<file path="config.mk">
export PLATFORM = sky130hd
export DESIGN_NAME = ft_rx_ctrl_flat
export DESIGN_NICKNAME = d
export VERILOG_FILES = /design/src/rtl/ft_pkg.sv /design/src/rtl/ft_rx_ctrl_if.sv /design/src/rtl/sync_fifo_fwft.sv /design/src/rtl/ft_rx_ctrl.sv /design/src/flat_wrapper.sv
export SDC_FILE = /design/constraint.sdc
export NUM_CORES = 1
export LEC_CHECK = 0
export ABC_AREA = 0
export BUFFER_PORTS_ARGS = -buffer_cell sky130_fd_sc_hd__buf_4
export CORE_MARGIN = 2
export CORE_UTILIZATION = 38
export DETAILED_ROUTE_END_ITERATION = 10
export PLACE_DENSITY = 0.53
export SYNTH_ARGS = -nofsm -noshare
export SYNTH_HDL_FRONTEND = slang
export SYNTH_SLANG_ARGS = --single-unit
</file>
<file path="constraint.sdc">
create_clock -name iCLK -period 5.6 [get_ports iCLK]
set_clock_uncertainty 0.05 [all_clocks]
set_input_delay 0.84 -clock iCLK [delete_from_list [all_inputs] [get_ports iCLK]]
set_output_delay 0.84 -clock iCLK [all_outputs]
set_load 0.03 [all_outputs]
</file>
<file path="src/rtl/ft_pkg.sv">
// Shared FT600/601 245-sync FIFO definitions for the RX and TX paths.
package ft_pkg;

  localparam int unsigned FT_DATA_W = 32;
  localparam int unsigned FT_BE_W   = 4;

  typedef enum logic [1:0] {
    IDLE,
    OE,
    READ,
    TURN
  } rx_state_t;

  typedef struct packed {
    logic [FT_DATA_W-1:0] data;
    logic [FT_BE_W-1:0]   be;
  } ft_word_t;

endpackage

</file>
<file path="src/rtl/ft_rx_ctrl_if.sv">
// FTDI read-side pins plus downstream valid/ready stream for ft_rx_ctrl.
interface ft_rx_ctrl_if;

  logic                         iRXF_N;
  logic [ft_pkg::FT_DATA_W-1:0] iDATA;
  logic [ft_pkg::FT_BE_W-1:0]   iBE;
  logic                         oOE_N;
  logic                         oRD_N;
  logic                         iGRANT;
  logic                         oBUSY;
  logic [ft_pkg::FT_DATA_W-1:0] oDATA;
  logic [ft_pkg::FT_BE_W-1:0]   oBE;
  logic                         oVALID;
  logic                         iREADY;
  logic [15:0]                  oRX_CNT;

  modport master (
    input  iRXF_N, iDATA, iBE, iGRANT, iREADY,
    output oOE_N, oRD_N, oBUSY, oDATA, oBE, oVALID, oRX_CNT
  );

  modport slave (
    output iRXF_N, iDATA, iBE, iGRANT, iREADY,
    input  oOE_N, oRD_N, oBUSY, oDATA, oBE, oVALID, oRX_CNT
  );

endinterface

</file>
<file path="src/rtl/sync_fifo_fwft.sv">
// Single-clock first-word-fall-through FIFO; head word is visible whenever not empty.
module sync_fifo_fwft #(
  parameter int unsigned WIDTH = 36,
  parameter int unsigned DEPTH = 16
) (
  input  logic                     clk,
  input  logic                     rst,
  input  logic                     push,
  input  logic [WIDTH-1:0]         din,
  input  logic                     pop,
  output logic [WIDTH-1:0]         dout,
  output logic                     empty,
  output logic                     full,
  output logic [$clog2(DEPTH):0]   count
);

  localparam int unsigned AW = $clog2(DEPTH);
  localparam int unsigned CW = AW + 1;

  logic [WIDTH-1:0] mem [DEPTH];
  logic [AW-1:0]    wr_ptr;
  logic [AW-1:0]    rd_ptr;
  logic             do_pop;

  assign do_pop = pop && !empty;

  always_ff @(posedge clk) begin
    if (rst) begin
      wr_ptr <= '0;
      rd_ptr <= '0;
      count  <= '0;
    end else begin
      if (push)   wr_ptr <= wr_ptr + 1'b1;
      if (do_pop) rd_ptr <= rd_ptr + 1'b1;
      unique case ({push, do_pop})
        2'b10:   count <= count + 1'b1;
        2'b01:   count <= count - 1'b1;
        default: count <= count;
      endcase
    end
  end

  always_ff @(posedge clk) begin
    if (push) mem[wr_ptr] <= din;
  end

  assign empty = (count == '0);
  assign full  = (count == CW'(DEPTH));
  // Head forced to zero while empty so the output is defined straight out of reset.
  assign dout  = empty ? '0 : mem[rd_ptr];

endmodule

</file>
<file path="src/rtl/ft_rx_ctrl.sv">
// FT600/601 245-sync read master: strobes OE_N/RD_N, captures words into a FWFT FIFO.
module ft_rx_ctrl
  import ft_pkg::*;
#(
  parameter int unsigned DEPTH     = 16,
  parameter int unsigned AF_MARGIN = 2,
  parameter int unsigned MAX_BURST = 256
) (
  input  logic            iCLK,
  input  logic            iRESET,
  ft_rx_ctrl_if.master    bus
);

  localparam int unsigned CNT_W   = $clog2(DEPTH) + 1;
  localparam int unsigned BURST_W = $clog2(MAX_BURST + 1);
  localparam logic [CNT_W-1:0]   AF_LEVEL   = CNT_W'(DEPTH - AF_MARGIN);
  localparam logic [BURST_W-1:0] BURST_LAST = BURST_W'(MAX_BURST);

  rx_state_t          state, state_nx;
  logic               oe_n_nx, rd_n_nx;
  logic [BURST_W-1:0] burst_cnt, burst_cnt_nx;
  logic [CNT_W-1:0]   fill, fill_nx;
  logic               capture, pop, empty, full;
  ft_word_t           head;

  assign capture = !bus.oRD_N && !bus.iRXF_N;
  assign pop     = bus.iREADY && !empty;

  always_comb begin
    fill_nx = fill;
    if (capture && !pop)      fill_nx = fill + 1'b1;
    else if (!capture && pop) fill_nx = fill - 1'b1;
  end

  always_comb begin
    state_nx     = state;
    oe_n_nx      = 1'b1;
    rd_n_nx      = 1'b1;
    burst_cnt_nx = burst_cnt;
    unique case (state)
      IDLE: begin
        if (!bus.iRXF_N && bus.iGRANT && !full && fill < AF_LEVEL) begin
          state_nx     = OE;
          oe_n_nx      = 1'b0;
          burst_cnt_nx = '0;
        end
      end
      OE: begin
        if (!bus.iGRANT) begin
          state_nx = TURN;
        end else begin
          state_nx = READ;
          oe_n_nx  = 1'b0;
          rd_n_nx  = 1'b0;
        end
      end
      READ: begin
        if (capture) burst_cnt_nx = burst_cnt + 1'b1;
        // The word taken on the stopping edge is kept; RD_N high afterwards blocks the next one.
        if (bus.iRXF_N || fill_nx >= AF_LEVEL || burst_cnt_nx == BURST_LAST || !bus.iGRANT) begin
          state_nx = TURN;
        end else begin
          oe_n_nx = 1'b0;
          rd_n_nx = 1'b0;
        end
      end
      TURN:    state_nx = IDLE;
      default: state_nx = IDLE;
    endcase
  end

  always_ff @(posedge iCLK) begin
    if (iRESET) begin
      state       <= IDLE;
      bus.oOE_N   <= 1'b1;
      bus.oRD_N   <= 1'b1;
      burst_cnt   <= '0;
      bus.oRX_CNT <= '0;
    end else begin
      state     <= state_nx;
      bus.oOE_N <= oe_n_nx;
      bus.oRD_N <= rd_n_nx;
      burst_cnt <= burst_cnt_nx;
      if (capture) bus.oRX_CNT <= bus.oRX_CNT + 1'b1;
    end
  end

  sync_fifo_fwft #(
    .WIDTH (FT_DATA_W + FT_BE_W),
    .DEPTH (DEPTH)
  ) u_fifo (
    .clk   (iCLK),
    .rst   (iRESET),
    .push  (capture),
    .din   ({bus.iDATA, bus.iBE}),
    .pop   (bus.iREADY),
    .dout  (head),
    .empty (empty),
    .full  (full),
    .count (fill)
  );

  assign bus.oBUSY  = (state != IDLE);
  assign bus.oDATA  = head.data;
  assign bus.oBE    = head.be;
  assign bus.oVALID = !empty;

endmodule

</file>
<file path="src/flat_wrapper.sv">
// flat-port wrapper written by rule: the top's interface ports become plain ports
module ft_rx_ctrl_flat import ft_pkg::*;
#(
  parameter int unsigned DEPTH     = 16,
  parameter int unsigned AF_MARGIN = 2,
  parameter int unsigned MAX_BURST = 256
)
  (iCLK, iRESET, bus_iRXF_N, bus_iDATA, bus_iBE, bus_iGRANT, bus_iREADY, bus_oOE_N, bus_oRD_N, bus_oBUSY, bus_oDATA, bus_oBE, bus_oVALID, bus_oRX_CNT);
  ft_rx_ctrl_if bus_i ();
  input  logic iCLK;
  input  logic iRESET;
  input wire logic [$bits(bus_i.iRXF_N)-1:0] bus_iRXF_N;
  input wire logic [$bits(bus_i.iDATA)-1:0] bus_iDATA;
  input wire logic [$bits(bus_i.iBE)-1:0] bus_iBE;
  input wire logic [$bits(bus_i.iGRANT)-1:0] bus_iGRANT;
  input wire logic [$bits(bus_i.iREADY)-1:0] bus_iREADY;
  output wire logic [$bits(bus_i.oOE_N)-1:0] bus_oOE_N;
  output wire logic [$bits(bus_i.oRD_N)-1:0] bus_oRD_N;
  output wire logic [$bits(bus_i.oBUSY)-1:0] bus_oBUSY;
  output wire logic [$bits(bus_i.oDATA)-1:0] bus_oDATA;
  output wire logic [$bits(bus_i.oBE)-1:0] bus_oBE;
  output wire logic [$bits(bus_i.oVALID)-1:0] bus_oVALID;
  output wire logic [$bits(bus_i.oRX_CNT)-1:0] bus_oRX_CNT;
  assign bus_i.iRXF_N = bus_iRXF_N;
  assign bus_i.iDATA = bus_iDATA;
  assign bus_i.iBE = bus_iBE;
  assign bus_i.iGRANT = bus_iGRANT;
  assign bus_i.iREADY = bus_iREADY;
  assign bus_oOE_N = bus_i.oOE_N;
  assign bus_oRD_N = bus_i.oRD_N;
  assign bus_oBUSY = bus_i.oBUSY;
  assign bus_oDATA = bus_i.oDATA;
  assign bus_oBE = bus_i.oBE;
  assign bus_oVALID = bus_i.oVALID;
  assign bus_oRX_CNT = bus_i.oRX_CNT;
  ft_rx_ctrl #(.DEPTH(DEPTH), .AF_MARGIN(AF_MARGIN), .MAX_BURST(MAX_BURST)) u_core (.iCLK(iCLK), .iRESET(iRESET), .bus(bus_i));
endmodule
</file>
==> run metrics, run 1 <==
clock tree from TritonCTS=done; endpoint class of the critical path=primary output; top post-synthesis cells by count=edfxtp_1, mux4_2, nor2_1, dfxtp_1, and2_1; number of DRC violations after detailed-routing iteration 0=967; number of enable-type register cells in the synthesized netlist=576; chip height=256.7 µm; Ant. Diodes=0; FF+latch count, synth=approximately 620; detailed-route vias per instance=5.307; pin count of the biggest net entering global routing=60; Final Routed Wirelength=53940 µm; startpoint of the tightest hold check path=u_core.bus.oRX_CNT[6]; average cell area after synthesis=about 21 µm²; post-placement cell count=2054; gate count after technology mapping=1137; highest ir drop seen on vdd=251.1 µV; final RePlAce weighted congestion=0.7293; net count of the finished layout=1333; row count=92; global-route wire length before repair=79950 µm; share of the synthesized area in the top cell type=0.7128; number of nets produced by synthesis=1192; total number of H-tree levels=3; half-perimeter wire length after placement=between 20000 and 30000 µm; clock input transition at the sequential cells of the worst setup and hold paths=0.06 ns; dominant register cell in the synthesized netlist=edfxtp_1; remaining antenna violation count after routing=0; Vias=11530; fraction of layout instances using a drive strength above 1=0.3228; number of top-level pins=97; Max Root-Sink Buffers=3; Finished Layout Cells=2172; post-synthesis async set-or-reset flop share=0; growth of design area from synthesis to finish=16.47%; Post-CTS Resized=0; total CTS buffers=68; remaining global-route overflow=0; area enclosed by the die boundary=0.06589 mm²; static leakage=roughly 8.8 nW; post-synth top area cell=edfxtp_1; power density over the cells=approximately 440 mW/mm²; setup total negative slack=0 ns; part of the Yosys area used for sequential elements=0.7508; Yosys Warn Count=0; count of different cell masters after synthesis=57; ranking of synthesized cells by area=edfxtp_1, mux4_2, dfxtp_1, and2_1, nor2_1; number of search-and-repair iterations in the first detailed-routing pass=5; Critical Path Source Type=flip-flop; number of sinks handled by clock tree synthesis=approximately 620; total of max-cap violations=0; Worst R2R Start=u_core.bus.oRD_N; insertion delay of the later-clocked pin in the worst-skew pair=0.58 ns; period utilization=0.7729; Final setup viols=0; RSZ-0062 raised after global routing=false; die width=about 260 µm; transition time of the tightest slew-check pin=roughly 1.1 ns; Initial Utilization=0.3847; fmax=0.2310 GHz; post-route minimum period=4.328 ns; data arrival time at the worst-slack endpoint=~3.4 ns; number of antenna violations at the first check in global routing=2; count of input and output buffers=between 90 and 100; post-CTS repair timing setup buffer count=0; count leader, synth=edfxtp_1; overall fraction of global-route tracks in use=0.1653; DRC violations left=0; critical path startpoint=u_core.u_fifo.count[0]; category of the critical setup timing path=flip-flop to primary output; HP Class=flip-flop to flip-flop; CTS root buffer=clkbuf_16; number of global-route vias before repair=12150; number of failing hold endpoints at the final stage=0; total standard cell area after synthesis=0.02426 mm²; hold buffer count at cts=0; core area=about 0.063 mm²; Worst EP required=between 4 and 5 ns; final number of max-transition violations=0; status=complete, no violations; DR WL/cell=24.84 µm; Rel. slew slack=0.2822; Critical Path Fanout Max=20
==> critical path, cell delays in order (launching register included) <==
cell and delay (ns):
dfxtp_1 0.35, inv_1 0.12, ha_1 0.18, nor4b_4 0.39
clkinv_1 0.91, buf_4 0.55, and2_1 0.18, buf_4 0.16
==> final timing paths <==
kind / depth (start not counted) / slack [ns] / end
setup / recovery: 7 / 1.27 / bus_oBE[2]
hold / removal: 2 / 0.46 / u_core.bus.oRX_CNT[6]
setup reg to reg: 5 / 2.83 / u_core.u_fifo.mem[11][22]
hold reg to reg: 2 / 0.46 / u_core.bus.oRX_CNT[6]
==> area by class of cell <==
cell class / instances / area [µm²]
Clock buffer: 90 / 1898
Clock inverter: 28 / 178.9
Fill cell: 5445 / 34820
Inverter: 15 / 56.30
Multi-Input combinational cell: 444 / 5837
Sequential cell: 622 / 18230
Tap cell: 846 / 1059
Timing Repair Buffer: 127 / 1003
==> flip-flops by register name, summed over array words and instances (netlist names), named ones only <==
name	count
u_core.state	2
u_core.bus.oRD_N	1
u_core.bus.oRX_CNT	16
u_core.u_fifo.count	5
u_core.u_fifo.mem	576
u_core.u_fifo.wr_ptr	4
u_core.u_fifo.rd_ptr	4
u_core.burst_cnt	9
u_core.bus.oOE_N	1
==> power by group <==
part           internal (mW)  switching [mW]
combinational           1.39            1.53
sequential              5.16           0.165
clock                   2.46            1.74
total                   9.02            3.43
==> layout by cell type (no fill, tap or decap), drive strengths merged, types with 2 or more instances in the layout <==
cell type	netlist	routed
nor4b	2	2
buf	31	127
ha	14	14
and3	5	5
nor3b	5	5
mux4	180	180
nand2b	4	4
nor2	53	53
a311oi	5	5
dfxtp	46	46
inv	15	15
or3	4	4
o211ai	5	5
nor4	2	2
nand2	26	26
xor2	13	13
nand3	11	11
edfxtp	576	576
clkbuf	25	90
bufinv	0	2
nor3	10	10
nand4	5	5
nand3b	3	3
a211oi	3	3
clkinv	0	25
o21ai	13	13
a21oi	16	16
xnor2	7	7
and2	40	40
==> layer usage <==
| layer | GRT usage | wire length (µm) | vias to the layer above | part of all wire |
|---|---|---|---|---|
| met3 | 0.03114 | 2314 | 86 | 0.043 |
| met2 | 0.2697 | 26500 | 241 | 0.49 |
| met5 | 0 | 28 | - | 0.00052 |
| met1 | 0.2291 | 24030 | 6207 | 0.45 |
| li1 | - | - | 4989 | - |
| met4 | 0.04344 | 1065 | 4 | 0.020 |
==> cells by family after synthesis <==
family / synth area share
multiplexers: 0.1671
adder cells (fa/ha/maj): 0.007219
AND/OR/NAND/NOR: 0.03821
XOR/XNOR: 0.007219
buffers and inverters: 0.01320
AO/OA/AOI/OAI: 0.01629
flip-flops: 0.7508
==> stage by stage <==
stage	util	area (µm²)	hold WS (ns)	worst slack (ns)	power, mW
2_1_floorplan	-	24260	0.4207	0.8504	7.478
3_3_place_gp	0.4151	26190	0.4376	1.827	8.416
3_5_place_dp	0.4151	26190	0.4464	1.771	8.431
4_1_cts	0.4480	28260	0.4552	1.112	12.66
5_1_grt	0.4480	28260	0.4816	1.026	12.98
6_report	0.4480	28260	0.4588	1.272	12.45
Power figures use the tool's default switching activity.
==> run 2: changes to the inputs <==
==> constraint.sdc (replaced) <==
create_clock -name iCLK -period 4.15 [get_ports iCLK]
set_clock_uncertainty 0.05 [all_clocks]
set_input_delay 0.6225 -clock iCLK [delete_from_list [all_inputs] [get_ports iCLK]]
set_output_delay 0.6225 -clock iCLK [all_outputs]
set_load 0.03 [all_outputs]
==> run 2 against run 1 <==
  * Sequential power is 34% higher
  * Global-route usage up 0.38 points
  * Wire length grew 1.4%
  * Non-clock buffer count is 3 higher
  * Core utilization is 0.24 points higher
  * Count of clock-buffer cells in the layout shrank 9
  * First-iteration DRC count down 7.4%
  * Largest power group unchanged
==> run metrics, run 2 (same netlist as run 1, synthesis figures left out) <==
commonest non-fill, non-tap cells in the layout=edfxtp_1, mux4_2, buf_4, clkbuf_16, dfxtp_1; total number of H-tree levels=3 (unchanged); remaining global-route overflow=0 (unchanged); clock input transition at the sequential cells of the worst setup and hold paths=0.06 ns (about the same); Worst EP required=3.48 ns (-1.23 ns); final RePlAce weighted congestion=0.7034 (-3.6%); endpoint class of the critical path=primary output; Critical Path Fanout Max=22 (+10%); insertion delay of the later-clocked pin in the worst-skew pair=0.59 ns (about the same); number of search-and-repair iterations in the first detailed-routing pass=5 (unchanged); Vias=11580 (+0.42%); final number of max-transition violations=0 (unchanged); topmost layer with routed signal wires=met5; top flop regs=u_core.u_fifo.mem x576, u_core.bus.oRX_CNT x16, u_core.burst_cnt x9; power share of the clock group=0.331 (-0.006); static leakage=8.779 nW (+0.20%); most frequent standard cell in the layout excluding fill and tap cells=edfxtp_1; Slowest cell on crit path=dfxtp_4; number of antenna violations at the first check in global routing=3 (+1); number of top-level pins=97 (unchanged); number of global-route vias before repair=12280 (+1.1%); data arrival time at the worst-slack endpoint=3.09 ns (-0.35 ns); HP Class=input pin to flip-flop; CTS root buffer=clkbuf_16; Final Routed Wirelength=54720 µm (+1.4%); highest ir drop seen on vdd=307.8 µV (+23%); transition time of the tightest slew-check pin=1.048 ns (-0.02662 ns); category of the critical setup timing path=flip-flop to primary output; Worst R2R Start=u_core.u_fifo.wr_ptr[2]; portion of total power attributed to sequential cells=0.429 (about the same); filler cell count=5472 (+0.50%); DRC violations left=0 (unchanged); total of max-cap violations=0 (unchanged); Max Root-Sink Buffers=3 (unchanged); net count of the finished layout=1336 (+0.23%); NetSw=4.621 mW (+35%); smallest setup slack after layout=0.3871 ns (-0.8847 ns); maximum cell stage delay along the critical path=0.67 ns (-0.24 ns); core area=0.06308 mm² (unchanged); clock tree from TritonCTS=done; overall fraction of global-route tracks in use=0.1691 (+0.003837); pin count of the biggest net entering global routing=54 (-10%); hold buffer count at cts=0 (unchanged); worst flop-to-flop path endpoint=u_core.u_fifo.mem[5][27]; chip height=256.7 µm (unchanged); growth of design area from synthesis to finish=17.11%; post-CTS repair timing setup buffer count=0 (unchanged); status=complete, no violations; startpoint of the tightest hold check path=bus_iDATA[29]; cell-internal power=12.05 mW (+34%); crit-path cells=buf_4 > mux4_2 > mux4_2 > and2_1 > buf_4; max reg flops=576 (unchanged); Hold Path End=u_core.u_fifo.mem[0][33]; period utilization=0.9067; core utilization of the finished layout=0.4505 (+0.002440); Critical Path Source Type=flip-flop; post-route minimum period=3.763 ns; Reg2Reg Depth=3 (-2); total routed wire length on the met1 layer=24370 µm (+1.4%); global-route wire length before repair=81680 µm (+2.2%); total CTS buffers=68 (unchanged); detailed-route vias per instance=5.327 (+0.37%); wire length on met2=26960 µm (+1.7%); share of total power consumed by net switching=0.2771 (+0.001639); Rel. slew slack=0.3016 (+0.01945); reg2reg setup slack=1.66 ns (-1.17 ns); part of the power in combinational logic=0.240 (+0.005); met3 layer wire length in the routed design=2410 µm (+4.1%); half-perimeter wire length after placement=28850 µm (about the same); die width=256.7 µm (unchanged); Most flops, register=u_core.u_fifo.mem; number of failing hold endpoints at the final stage=0 (unchanged); fraction of layout instances using a drive strength above 1=0.3273 (+0.004525); Final setup viols=0 (unchanged); Worst Hold Depth=1 (-1); fmax=approximately 0.27 GHz; area enclosed by the die boundary=0.06589 mm² (unchanged); power density over the cells=586.8 mW/mm² (+33%); remaining antenna violation count after routing=0 (unchanged); placement-stage worst setup slack=0.9063 ns (-0.8642 ns); number of sinks handled by clock tree synthesis=622 (unchanged); row count=92 (unchanged); RSZ-0062 raised after global routing=false; DR WL/cell=25.18 µm (+1.4%); Post-CTS Resized=0 (unchanged); number of DRC violations after detailed-routing iteration 0=895 (-7.4%); setup total negative slack=0 ns (unchanged); Initial Utilization=0.3847 (unchanged); count of input and output buffers=96 (unchanged)
[run 2: worst max-delay path by stage]
stage	endpoint	slack, ns	startpoint	depth (start not counted)
final	bus_oBE[3]	0.39	flip-flop	5
after global routing	bus_oBE[3]	0.19	flip-flop	5
after CTS	bus_oBE[3]	0.24	flip-flop	5
after detailed placement	bus_oBE[3]	0.91	flip-flop	5
after global placement	bus_oDATA[1]	0.92	flip-flop	5
after floorplan	u_core.u_fifo.mem[12][0]	0.58	bus_iRXF_N	5
[run 2: power groups by stage]
stage	Combinational [mW]	Clock (mW)	Sequential [mW]
after global placement	4.10	0	7.28
after floorplan	2.92	0	7.17
final	4.00	5.52	7.15
after CTS	4.12	5.68	7.16
after global routing	4.30	5.92	7.18
after detailed placement	4.10	0	7.29
[run 2: layout make-up]
| class | instances | area, µm² | share of cell area |
|---|---|---|---|
| Antenna cell | 1 | 2.502 | 0.00008806 |
| Clock buffer | 81 | 1793 | 0.06310 |
| Clock inverter | 34 | 212.7 | 0.007485 |
| Inverter | 15 | 56.30 | 0.001981 |
| Multi-Input combinational cell | 444 | 5862 | 0.2063 |
| Sequential cell | 622 | 18230 | 0.6415 |
| Tap cell | 846 | 1059 | 0.03725 |
| Timing Repair Buffer | 130 | 1201 | 0.04227 |
[run 2: metrics by stage]
| step | hold slack, ns | power, mW | instance area, µm² | std cells |
|---|---|---|---|---|
| 2_1_floorplan | 0.4207 | 10.09 | 24280 | 1137 |
| 3_3_place_gp | 0.4399 | 11.39 | 26410 | 2057 |
| 3_5_place_dp | 0.4396 | 11.39 | 26410 | 2057 |
| 4_1_cts | 0.2350 | 16.96 | 28410 | 2172 |
| 5_1_grt | 0.2685 | 17.41 | 28410 | 2172 |
| 6_report | 0.2783 | 16.67 | 28420 | 2173 |
[run 2: per-layer routing]
layer,up-vias,global-route usage
li1,4999,-
met1,6222,0.2326
met2,275,0.2779
met3,75,0.02985
met4,4,0.04829
met5,-,0
[run 2: critical path: cells and delay by family (launching register included)]
kind,cells,cell delay [ns]
buf+inv,2,0.58
flops,1,0.67
simple gates,1,0.18
mux,2,1.05
==> run 3: changes to the inputs <==
--- a/config.mk
+++ b/config.mk
@@ -6,11 +6,11 @@
 export NUM_CORES = 1
 export LEC_CHECK = 0
 export ABC_AREA = 0
-export BUFFER_PORTS_ARGS = -buffer_cell sky130_fd_sc_hd__buf_4
 export CORE_MARGIN = 2
 export CORE_UTILIZATION = 38
 export DETAILED_ROUTE_END_ITERATION = 10
-export PLACE_DENSITY = 0.53
+export DONT_BUFFER_PORTS = 1
+export PLACE_DENSITY = 0.52
 export SYNTH_ARGS = -nofsm -noshare
 export SYNTH_HDL_FRONTEND = slang
 export SYNTH_SLANG_ARGS = --single-unit
==> run 3 against run 2 <==
  * Fmax grew 1.8%
  * Global-route usage grew 0.13 points
  * Final cell count shrank 4.1%
  * Critical path type unchanged
==> run metrics, run 3 (same netlist as run 1, synthesis figures left out) <==
status=complete, no violations; Worst EP required=3.48 ns (about the same); pin count of the biggest net entering global routing=43 (-20%); clock tree from TritonCTS=done; growth of design area from synthesis to finish=14.59%; number of failing hold endpoints at the final stage=0 (unchanged); area enclosed by the die boundary=0.06589 mm² (unchanged); number of global-route vias before repair=11800 (-3.9%); placed inst area=0.02568 mm² (-2.8%); Rel. slew slack=0.3683 (+0.06669); HP Class=input pin to flip-flop; final number of max-transition violations=0 (unchanged); post-CTS repair timing setup buffer count=0 (unchanged); count of input and output buffers=0 (-100%); number of sinks handled by clock tree synthesis=622 (unchanged); highest ir drop seen on vdd=256.3 µV (-17%); commonest non-fill, non-tap cells in the layout=edfxtp_1, mux4_2, clkbuf_16, dfxtp_1; number of DRC violations after detailed-routing iteration 0=837 (-6.5%); startpoint of the tightest hold check path=iRESET; total number of H-tree levels=3 (unchanged); number of top-level pins=97 (unchanged); Ant. Diodes=0 (-1); CTS root buffer=clkbuf_16; top flop regs=u_core.u_fifo.mem x576, u_core.bus.oRX_CNT x16, u_core.burst_cnt x9; power density over the cells=592.7 mW/mm² (+1.0%); category of the critical setup timing path=flip-flop to primary output; Final Routed Wirelength=55230 µm (+0.93%); chip height=256.7 µm (unchanged); clock input transition at the sequential cells of the worst setup and hold paths=0.06 ns (about the same); post-route minimum period=3.696 ns (-0.06708 ns); detailed-route vias per instance=5.350 (+0.44%); max reg flops=576 (unchanged); post-placement cell count=1965 (-4.5%); insertion delay of the later-clocked pin in the worst-skew pair=0.60 ns (about the same); static leakage=8.358 nW (-4.8%); remaining antenna violation count after routing=0 (unchanged); Most flops, register=u_core.u_fifo.mem; data arrival time at the worst-slack endpoint=3.02 ns (-0.07 ns); Initial Utilization=0.3847 (unchanged); DR WL/cell=26.50 µm (+5.2%); total of max-cap violations=0 (unchanged); smallest setup slack after layout=0.4542 ns (+0.06708 ns); net count of the finished layout=1245 (-6.8%); total CTS buffers=68 (unchanged); number of antenna violations at the first check in global routing=0 (-3); die width=256.7 µm (unchanged); Finished Layout Cells=2084 (-4.1%); most frequent standard cell in the layout excluding fill and tap cells=edfxtp_1; Final setup viols=0 (unchanged); RSZ-0062 raised after global routing=false; Worst R2R Start=u_core.bus.oRD_N; transition time of the tightest slew-check pin=0.9453 ns (-0.1023 ns); fraction of layout instances using a drive strength above 1=0.2803 (-0.04701); DRC violations left=0 (unchanged); global-route wire length before repair=81280 µm (-0.49%); overall fraction of global-route tracks in use=0.1704 (+0.001295); Critical Path Source Type=flip-flop; placement-stage worst setup slack=0.9879 ns (+0.08159 ns); setup total negative slack=0 ns (unchanged); Critical Path Fanout Max=19 (-14%); number of search-and-repair iterations in the first detailed-routing pass=6 (+1); remaining global-route overflow=0 (unchanged); Vias=11150 (-3.7%); endpoint class of the critical path=primary output; Non-Filler Cell Area, Final=0.02781 mm² (-2.1%); final RePlAce weighted congestion=0.7058 (+0.34%); half-perimeter wire length after placement=28960 µm (+0.38%); row count=92 (unchanged); fmax=0.2706 GHz (+1.8%); core area=0.06308 mm² (unchanged); period utilization=0.8906 (-0.01616); Max Root-Sink Buffers=3 (unchanged)
## run 3: cell types whose count changed in the layout (fill, tap and decap cells not counted), moves of 2 or more
cell | before | now
buf_12 | 18 | 15
buf_4 | 112 | 23
bufinv_16 | 2 | 4
clkbuf_1 | 11 | 13
clkinv_1 | 15 | 11
clkinv_2 | 16 | 12
clkinv_4 | 0 | 2
inv_6 | 0 | 3
## run 3: critical path: stages (launching register included)
cell and delay (ns):
dfxtp_4 0.61, buf_4 0.45, mux4_2 0.55, mux4_2 0.51, and2_1 0.29
## run 3: metal layers
| metal | track usage | vias up | wire length, µm |
|---|---|---|---|
| li1 | - | 4828 | - |
| met1 | 0.2294 | 6038 | 24200 |
| met2 | 0.2796 | 226 | 27360 |
| met3 | 0.03737 | 58 | 2729 |
| met4 | 0.04958 | 0 | 944 |
| met5 | 0 | - | 0 |
## run 3: area by class of cell
class	instances	area, µm²
Fill cell	5424	35280
Tap cell	846	1059
Multi-Input combinational cell	444	5862
Clock buffer	84	1826
Timing Repair Buffer	39	483.0
Sequential cell	622	18230
Inverter	15	56.30
Clock inverter	34	290.3
## run 3: final timing paths
kind / endpoint / slack [ns] / depth (start not counted)
max: bus_oDATA[26] / 0.45 / 4
min: u_core.u_fifo.count[3] / 0.05 / 1
max reg2reg: u_core.u_fifo.mem[9][30] / 1.38 / 4
min reg2reg: u_core.burst_cnt[7] / 0.46 / 1
## run 3: power breakdown
| part | switching, mW | total, mW | internal, mW |
|---|---|---|---|
| logic | 1.99 | 3.53 | 1.54 |
| clock network | 2.41 | 5.78 | 3.38 |
| registers | 0.200 | 7.17 | 6.97 |
| total | 4.59 | 16.5 | 11.9 |
## run 3: through the flow
stage          hold slack, ns  utilization  total power [mW]
3_3_place_gp           0.4343       0.4071             10.90
5_1_grt               0.01991       0.4408             17.20
4_1_cts              0.001515       0.4408             16.75
2_1_floorplan          0.4207            -             10.09
6_report              0.05175       0.4408             16.48
3_5_place_dp           0.4466       0.4071             10.93
## run 3: repair_timing
action | CTS | global route
gates resized for setup | 0 | 0
hold endpoints to repair | 1 | 0
hold buffers | 1 | 0
